==> src/rtl/regbank_arbiter.sv <==
// Round-robin arbiter/sequencer serialising two requesters onto a bank of registers.
// Each transaction runs IDLE -> BUSY -> DONE; the bank load decode is owned here.
module regbank_arbiter #(
  parameter int WIDTH    = 16,
  parameter int NUM_REGS = 8,
  parameter int ADDR_W   = 3
) (
  input  logic                      clk,
  input  logic                      reset,
  input  logic                      req0,
  input  logic                      we0,
  input  logic [ADDR_W-1:0]         addr0,
  input  logic [WIDTH-1:0]          wdata0,
  output logic                      ack0,
  output logic [WIDTH-1:0]          rdata0,
  input  logic                      req1,
  input  logic                      we1,
  input  logic [ADDR_W-1:0]         addr1,
  input  logic [WIDTH-1:0]          wdata1,
  output logic                      ack1,
  output logic [WIDTH-1:0]          rdata1,
  output logic [NUM_REGS-1:0]       bank_load,
  output logic [WIDTH-1:0]          bank_din,
  input  logic [NUM_REGS*WIDTH-1:0] bank_dout,
  output logic                      busy
);

  typedef enum logic [1:0] {IDLE, BUSY, DONE} state_t;

  state_t               state_q, state_d;
  logic                 last_grant_q, last_grant_d;
  logic                 gid_q, gid_d;
  logic                 we_q, we_d;
  logic [ADDR_W-1:0]    addr_q, addr_d;
  logic                 ack0_q, ack0_d, ack1_q, ack1_d;
  logic [WIDTH-1:0]     rdata0_q, rdata0_d, rdata1_q, rdata1_d;
  logic [NUM_REGS-1:0]  bank_load_q, bank_load_d;
  logic [WIDTH-1:0]     bank_din_q, bank_din_d;
  logic                 busy_q, busy_d;
  logic                 gnt;
  logic [WIDTH-1:0]     rd_slice;

  assign rd_slice = bank_dout[addr_q*WIDTH +: WIDTH];

  always_comb begin
    state_d      = state_q;
    last_grant_d = last_grant_q;
    gid_d        = gid_q;
    we_d         = we_q;
    addr_d       = addr_q;
    ack0_d       = ack0_q;
    ack1_d       = ack1_q;
    rdata0_d     = rdata0_q;
    rdata1_d     = rdata1_q;
    bank_load_d  = bank_load_q;
    bank_din_d   = bank_din_q;
    gnt          = 1'b0;
    case (state_q)
      IDLE: begin
        if (req0 || req1) begin
          // Under contention the requester not served last time wins.
          gnt    = (req0 && req1) ? ~last_grant_q : req1;
          gid_d  = gnt;
          we_d   = gnt ? we1 : we0;
          addr_d = gnt ? addr1 : addr0;
          if (we_d) begin
            bank_load_d         = '0;
            bank_load_d[addr_d] = 1'b1;
            bank_din_d          = gnt ? wdata1 : wdata0;
          end
          state_d = BUSY;
        end
      end
      BUSY: begin
        bank_load_d = '0;
        if (!we_q) begin
          if (gid_q) rdata1_d = rd_slice;
          else       rdata0_d = rd_slice;
        end
        ack0_d  = ~gid_q;
        ack1_d  = gid_q;
        state_d = DONE;
      end
      DONE: begin
        ack0_d       = 1'b0;
        ack1_d       = 1'b0;
        last_grant_d = gid_q;
        state_d      = IDLE;
      end
      default: state_d = IDLE;
    endcase
    busy_d = (state_d != IDLE);
  end

  always_ff @(posedge clk) begin
    if (reset) begin
      state_q      <= IDLE;
      last_grant_q <= 1'b1;
      gid_q        <= 1'b0;
      we_q         <= 1'b0;
      addr_q       <= '0;
      ack0_q       <= 1'b0;
      ack1_q       <= 1'b0;
      rdata0_q     <= '0;
      rdata1_q     <= '0;
      bank_load_q  <= '0;
      bank_din_q   <= '0;
      busy_q       <= 1'b0;
    end else begin
      state_q      <= state_d;
      last_grant_q <= last_grant_d;
      gid_q        <= gid_d;
      we_q         <= we_d;
      addr_q       <= addr_d;
      ack0_q       <= ack0_d;
      ack1_q       <= ack1_d;
      rdata0_q     <= rdata0_d;
      rdata1_q     <= rdata1_d;
      bank_load_q  <= bank_load_d;
      bank_din_q   <= bank_din_d;
      busy_q       <= busy_d;
    end
  end

  assign ack0      = ack0_q;
  assign ack1      = ack1_q;
  assign rdata0    = rdata0_q;
  assign rdata1    = rdata1_q;
  assign bank_load = bank_load_q;
  assign bank_din  = bank_din_q;
  assign busy      = busy_q;

endmodule
==> config.mk <==
export PLATFORM = sky130hd
export DESIGN_NAME = regbank_arbiter
export DESIGN_NICKNAME = d
export VERILOG_FILES = /design/src/rtl/regbank_arbiter.sv
export SDC_FILE = /design/constraint.sdc
export NUM_CORES = 1
export LEC_CHECK = 0
export CAP_MARGIN = 5
export CORE_MARGIN = 2
export CORE_UTILIZATION = 33
export CTS_CLUSTER_DIAMETER = 100
export DETAILED_ROUTE_END_ITERATION = 7
export GPL_ROUTABILITY_DRIVEN = 0
export PLACE_DENSITY_LB_ADDON = 0.25
export SYNTH_ARGS = -nofsm -noshare
export SYNTH_HDL_FRONTEND = slang
export SYNTH_SLANG_ARGS = --single-unit
==> constraint.sdc <==
create_clock -name clk -period 1.5 [get_ports clk]
set_clock_uncertainty 0.2 [all_clocks]
set_input_delay 0.375 -clock clk [delete_from_list [all_inputs] [get_ports clk]]
set_output_delay 0.375 -clock clk [all_outputs]
set_load 0.02 [all_outputs]
# Word level (Yosys, flattened, before mapping)
# Cells that the tools add are included.
# totals
ff_bits	67
inputBits	172
output_inout_bits	59
word_cells	47
# classes
order_cmp	2
eq_ne	4
shift	1
mux	13
bitwise_logic	3
reduce_logical	12
# ops
operator	count
128-bit by 8-bit variable part select with 16-bit output	1
16-bit two-way mux	1
8-bit two-way mux	2
8-bit one-hot mux with 2 select lines	1
3-bit AND reduction	4
2-bit nonzero test	3
3-bit by 4-bit less-than comparator with 1-bit output (second input constant)	1
2-bit inequality test (second input constant)	2
1-bit one-hot mux with 2 select lines	2
2-bit one-hot mux with 2 select lines	1
1-bit demux with 3-bit select	1
3-bit by 1-bit >= comparator with 1-bit output (second input constant)	1
1-bit two-way mux	3
3-bit two-way mux	1
1-bit inverter	3
2-bit by 1-bit equality test with 1-bit output (second input constant)	1
2-bit equality test (second input constant)	1
1-bit logical AND	2
2-bit zero test	1
2-bit two-way mux	1
2-bit AND reduction	1
1-bit logical OR	1

# Depth between registers and ports, before layout
# logic_depth
ltp_word	10
ltp_mapped	6
depth_no_buf	6

# Worst setup path after synthesis
# No wires, ideal clock.
# synth_timing
kind	input-to-reg
start	in req1
end	reg bank_load_q[0] (netlist: bank_load[0])
setup_ps	117
arrival_ps	1372
required_time_ps	1183
slack_ps	-189
stages	6
path_buffers	2
cell_sequence	a21boi_2 > a32o_2 > buf_6 > and3_4 > buf_6 > a32o_1
# synth_via
elab_chain_cells	10
word_cells_on_any_way	16
classes_between	order compare (2); eq/ne (2); mux (8); reduce/logical (4)
# synth_lines
element	line	source
start, declared	16	input logic req1,
1-bit logical AND	62	gnt = (req0 && req1) ? ~last_grant_q : req1;
1-bit two-way mux	62	
3-bit two-way mux	65	addr_d = gnt ? addr1 : addr0;
3-bit by 4-bit less-than comparator with 1-bit output (implied by the code) or 3-bit by 1-bit >= comparator with 1-bit output (tied branches)	68	bank_load_d[addr_d] = 1'b1;
1-bit logical AND (implied by the code)	68	
1-bit two-way mux (implied by the code)	68	
1-bit demux with 3-bit select	68	
8-bit two-way mux	66	if (we_d) begin
8-bit two-way mux	60	if (req0 || req1) begin
8-bit one-hot mux with 2 select lines	58	case (state_q)
end signal, assigned	119	bank_load_q <= bank_load_d;
end, declared	37	logic [NUM_REGS-1:0] bank_load_q, bank_load_d;
# Several ways; a longest one is shown, not always the timed one. The select of a mux whose other input is x is not followed.
# A chain may end at the register's enable or synchronous reset.

# Final worst setup path
# layout_timing
start	reg addr_q[1]
end	reg rdata1_q[4] (netlist: rdata1[4])
# layout_via
elab_chain_cells	1
# layout_lines
element	line	source
start, declared	34	logic [ADDR_W-1:0] addr_q, addr_d;
start signal, assigned	114	addr_q <= addr_d;
128-bit by 8-bit variable part select with 16-bit output	43	assign rd_slice = bank_dout[addr_q*WIDTH +: WIDTH];
end signal, assigned	118	rdata1_q <= rdata1_d;
end, declared	36	logic [WIDTH-1:0] rdata0_q, rdata0_d, rdata1_q, rdata1_d;
# No other way between the ends.

==> flow_metrics.env <==
export IMPL_outcome="complete, but fails checks"
export IMPL_violations="negative setup slack"
export IMPL_dp_hpwl_um=10800
export IMPL_slew_headroom_pct=77.4
export IMPL_pin_count=231
export IMPL_hp_class="reg -> reg"
export IMPL_p_clk_share_pct=31.7
export IMPL_hold_buffers=0
export IMPL_drive_above_1_share_pct=39.2
export IMPL_cp_required_ns=1.53
export IMPL_synth_area_mm2=0.00361
export IMPL_finalMaxSlewViolations=0
export IMPL_core_mm2=0.0107
export IMPL_p_sw_share_pct=29.0
export IMPL_syn_nets=502
export IMPL_antenna_found_initial=0
export IMPL_yosysSeqAreaShare_pct=37.2
export IMPL_fp_dieArea_mm2=0.0118
export IMPL_ir_worst_vdd_uv=588
export IMPL_yosys_area_top_type="dfxtp_1"
export IMPL_drv_cap=0
export IMPL_period_minus_slack_ns=1.81
export IMPL_worstSetupPathType="reg -> reg"
export IMPL_yosys_area_top_type_share_pct=37.2
export IMPL_p_per_area_mw_per_mm2=922
export IMPL_initial_core_util_pct=33.6
export IMPL_synth_top_flop_cell="dfxtp_1"
export IMPL_yosysMostFrequentCell="dfxtp_1"
export IMPL_grt_pass1_wl_um=21500
export IMPL_clkLatencyLatePin_ns=0.34
export IMPL_worst_hold_slack_ns=0.248
export IMPL_cp_start_kind="flop"
export IMPL_dr_total_vias=3808
export IMPL_synth_edf_count=0
export IMPL_area_growth_pct=90.3
export IMPL_syn_inst=327
export IMPL_grt_max_degree=30
export IMPL_hold_viol=0
export IMPL_fin_nets=775
export IMPL_cts_clk_slew_worst_paths_ns=0.08
export IMPL_rsz0062_at_grt="yes"
export IMPL_numCtsBuffers=9
export IMPL_cp_data_arrival_time_ns=1.84
export IMPL_num_antenna_cells=0
export IMPL_ys_types=35
export IMPL_io_buffers=230
export IMPL_synth_common_cells="dfxtp_1, mux2i_1, nand2_1, mux4_2, o21ai_1"
export IMPL_synth_seq_cells=67
export IMPL_num_rows=38
export IMPL_drt_pass1_iterations=4
export IMPL_grt_pass1_vias=3953
export IMPL_p_comb_share_pct=36.5
export IMPL_post_route_drc_count=0
export IMPL_power_total_mw=6.34
export IMPL_async_reset_ff_share_pct=0
export IMPL_via_per_inst=5.11
export IMPL_leakagePower_nw=2.68
export IMPL_grtUsageTotal_pct=24.1
export IMPL_routed_wirelength_um=14600
export IMPL_ys_warn_count=0
export IMPL_cts_buffer_depth=2
export IMPL_drtIter0Drc=206
export IMPL_avgSynthCellArea_um2=11.0
export IMPL_gr_total_overflow=0
export IMPL_yosys_top_cells_area="dfxtp_1, mux4_2, mux2i_1"
export IMPL_tightest_slew_ns=0.337
export IMPL_clockRootBuffer="clkbuf_8"
export IMPL_seq_power_share_pct=31.8
export IMPL_finalSetupViolations=60
export IMPL_tritoncts="built"
export IMPL_ant_nets=0
export IMPL_power_switching_mw=1.84
export IMPL_crit_path_end_kind="flop"
export IMPL_cts_num_sinks=67
export IMPL_fin_crit_sh_pct=121
export IMPL_die_h_um=109
export IMPL_fp_dieW_um=109
export IMPL_p_int_mw=4.50
export IMPL_path_max_fanout=10
export IMPL_final_setup_worst_slack_ns=-0.312
export IMPL_wire_per_inst_um=19.6
export IMPL_fmax_ghz=0.552
export IMPL_htreeDepth=3
==> worst max-delay path, stage by stage, from the launching register on <==
cell	delay (ns)
dfxtp_4	0.43
buf_12	0.17
mux4_2	0.49
mux2i_1	0.18
buf_4	0.17
o21ai_1	0.06
==> timing repair <==
action	4_1_cts	5_1_grt
cloned	4	1
buffers inserted	7	5
pin swaps	28	13
resized for setup	311	42
endpoints found under the setup margin	121	66
endpoints found under the hold margin	0	0
==> final timing paths <==
kind	from	to	slack (ns)	cells after the start
max	addr_q[1]	rdata1[4]	-0.31	5
min	rdata0[8]	rdata0[8]	0.25	2
max reg2reg	addr_q[1]	rdata1[4]	-0.31	5
min reg2reg	rdata0[8]	rdata0[8]	0.25	2
==> power by group through the flow <==
stage          Combinational, mW  Clock, mW  Sequential [mW]
2_1_floorplan              0.902          0             2.15
3_3_place_gp                1.99          0             2.03
3_5_place_dp                2.03          0             2.03
4_1_cts                     2.21       2.02             2.01
5_1_grt                     2.45       2.11             2.03
6_report                    2.32       2.01             2.01
==> cell families (layout without fill, tap and decap cells) <==
| logic type | count (synthesis) | in the layout | share of synthesized area, % |
|---|---|---|---|
| compound gates | 89 | 89 | 16.7 |
| mux | 71 | 71 | 30.8 |
| flops | 67 | 67 | 37.2 |
| simple gates | 66 | 66 | 8.25 |
| buf+inv | 31 | 309 | 6.03 |
| fa+ha+maj | 3 | 3 | 1.04 |
==> cells in the final DEF, fill, tap and decap left out, drive strengths merged, types with 8 or more instances in the layout <==
cell / netlist / layout
a211oi: 19 / 19
a21oi: 20 / 20
a32o: 8 / 8
buf: 22 / 117
clkbuf: 5 / 11
clkdlybuf4s50: 0 / 168
dfxtp: 67 / 67
mux2i: 38 / 38
mux4: 32 / 32
nand2: 37 / 37
nor2: 10 / 10
o21ai: 36 / 36
==> metrics by stage <==
| stage | utilization [%] | instance area [µm²] | cells | setup WS, ns | TNS [ns] |
|---|---|---|---|---|---|
| floorplan | - | 3650 | 327 | -0.172 | -6.58 |
| global route | 63.9 | 6870 | 745 | -0.378 | -15.44 |
| CTS | 62.5 | 6720 | 744 | -0.321 | -11.22 |
| global placement | 58.5 | 6290 | 717 | -0.643 | -31.83 |
| detailed placement | 58.5 | 6290 | 717 | -0.763 | -34.82 |
| finish | 63.9 | 6870 | 745 | -0.312 | -12.10 |
==> metal layers <==
| layer | up-vias | GRT usage (%) | wire length [µm] |
|---|---|---|---|
| li1 | 1787 | - | - |
| met4 | 0 | 6.87 | 154 |
| met5 | - | 0 | 0 |
| met2 | 153 | 39.6 | 7350 |
| met3 | 12 | 4.58 | 884 |
| met1 | 1856 | 32.4 | 6200 |
==> registers in the layout, summed over array words and instances, names as in the netlist <==
name and flops:
ack0 1, we_q 1, bank_load 8, gid_q 1, rdata1 16, addr_q 3
busy 1, last_grant_q 1, ack1 1, state_q 2, bank_din 16, rdata0 16
==> cell type report <==
class,instances,area [µm²]
Timing Repair Buffer,289,2680
Clock buffer,10,128
Fill cell,863,3880
Clock inverter,6,138
Tap cell,140,175
Inverter,4,15.0
Multi-Input combinational cell,229,2380
Sequential cell,67,1350
(Power assumes the default switching activity.)
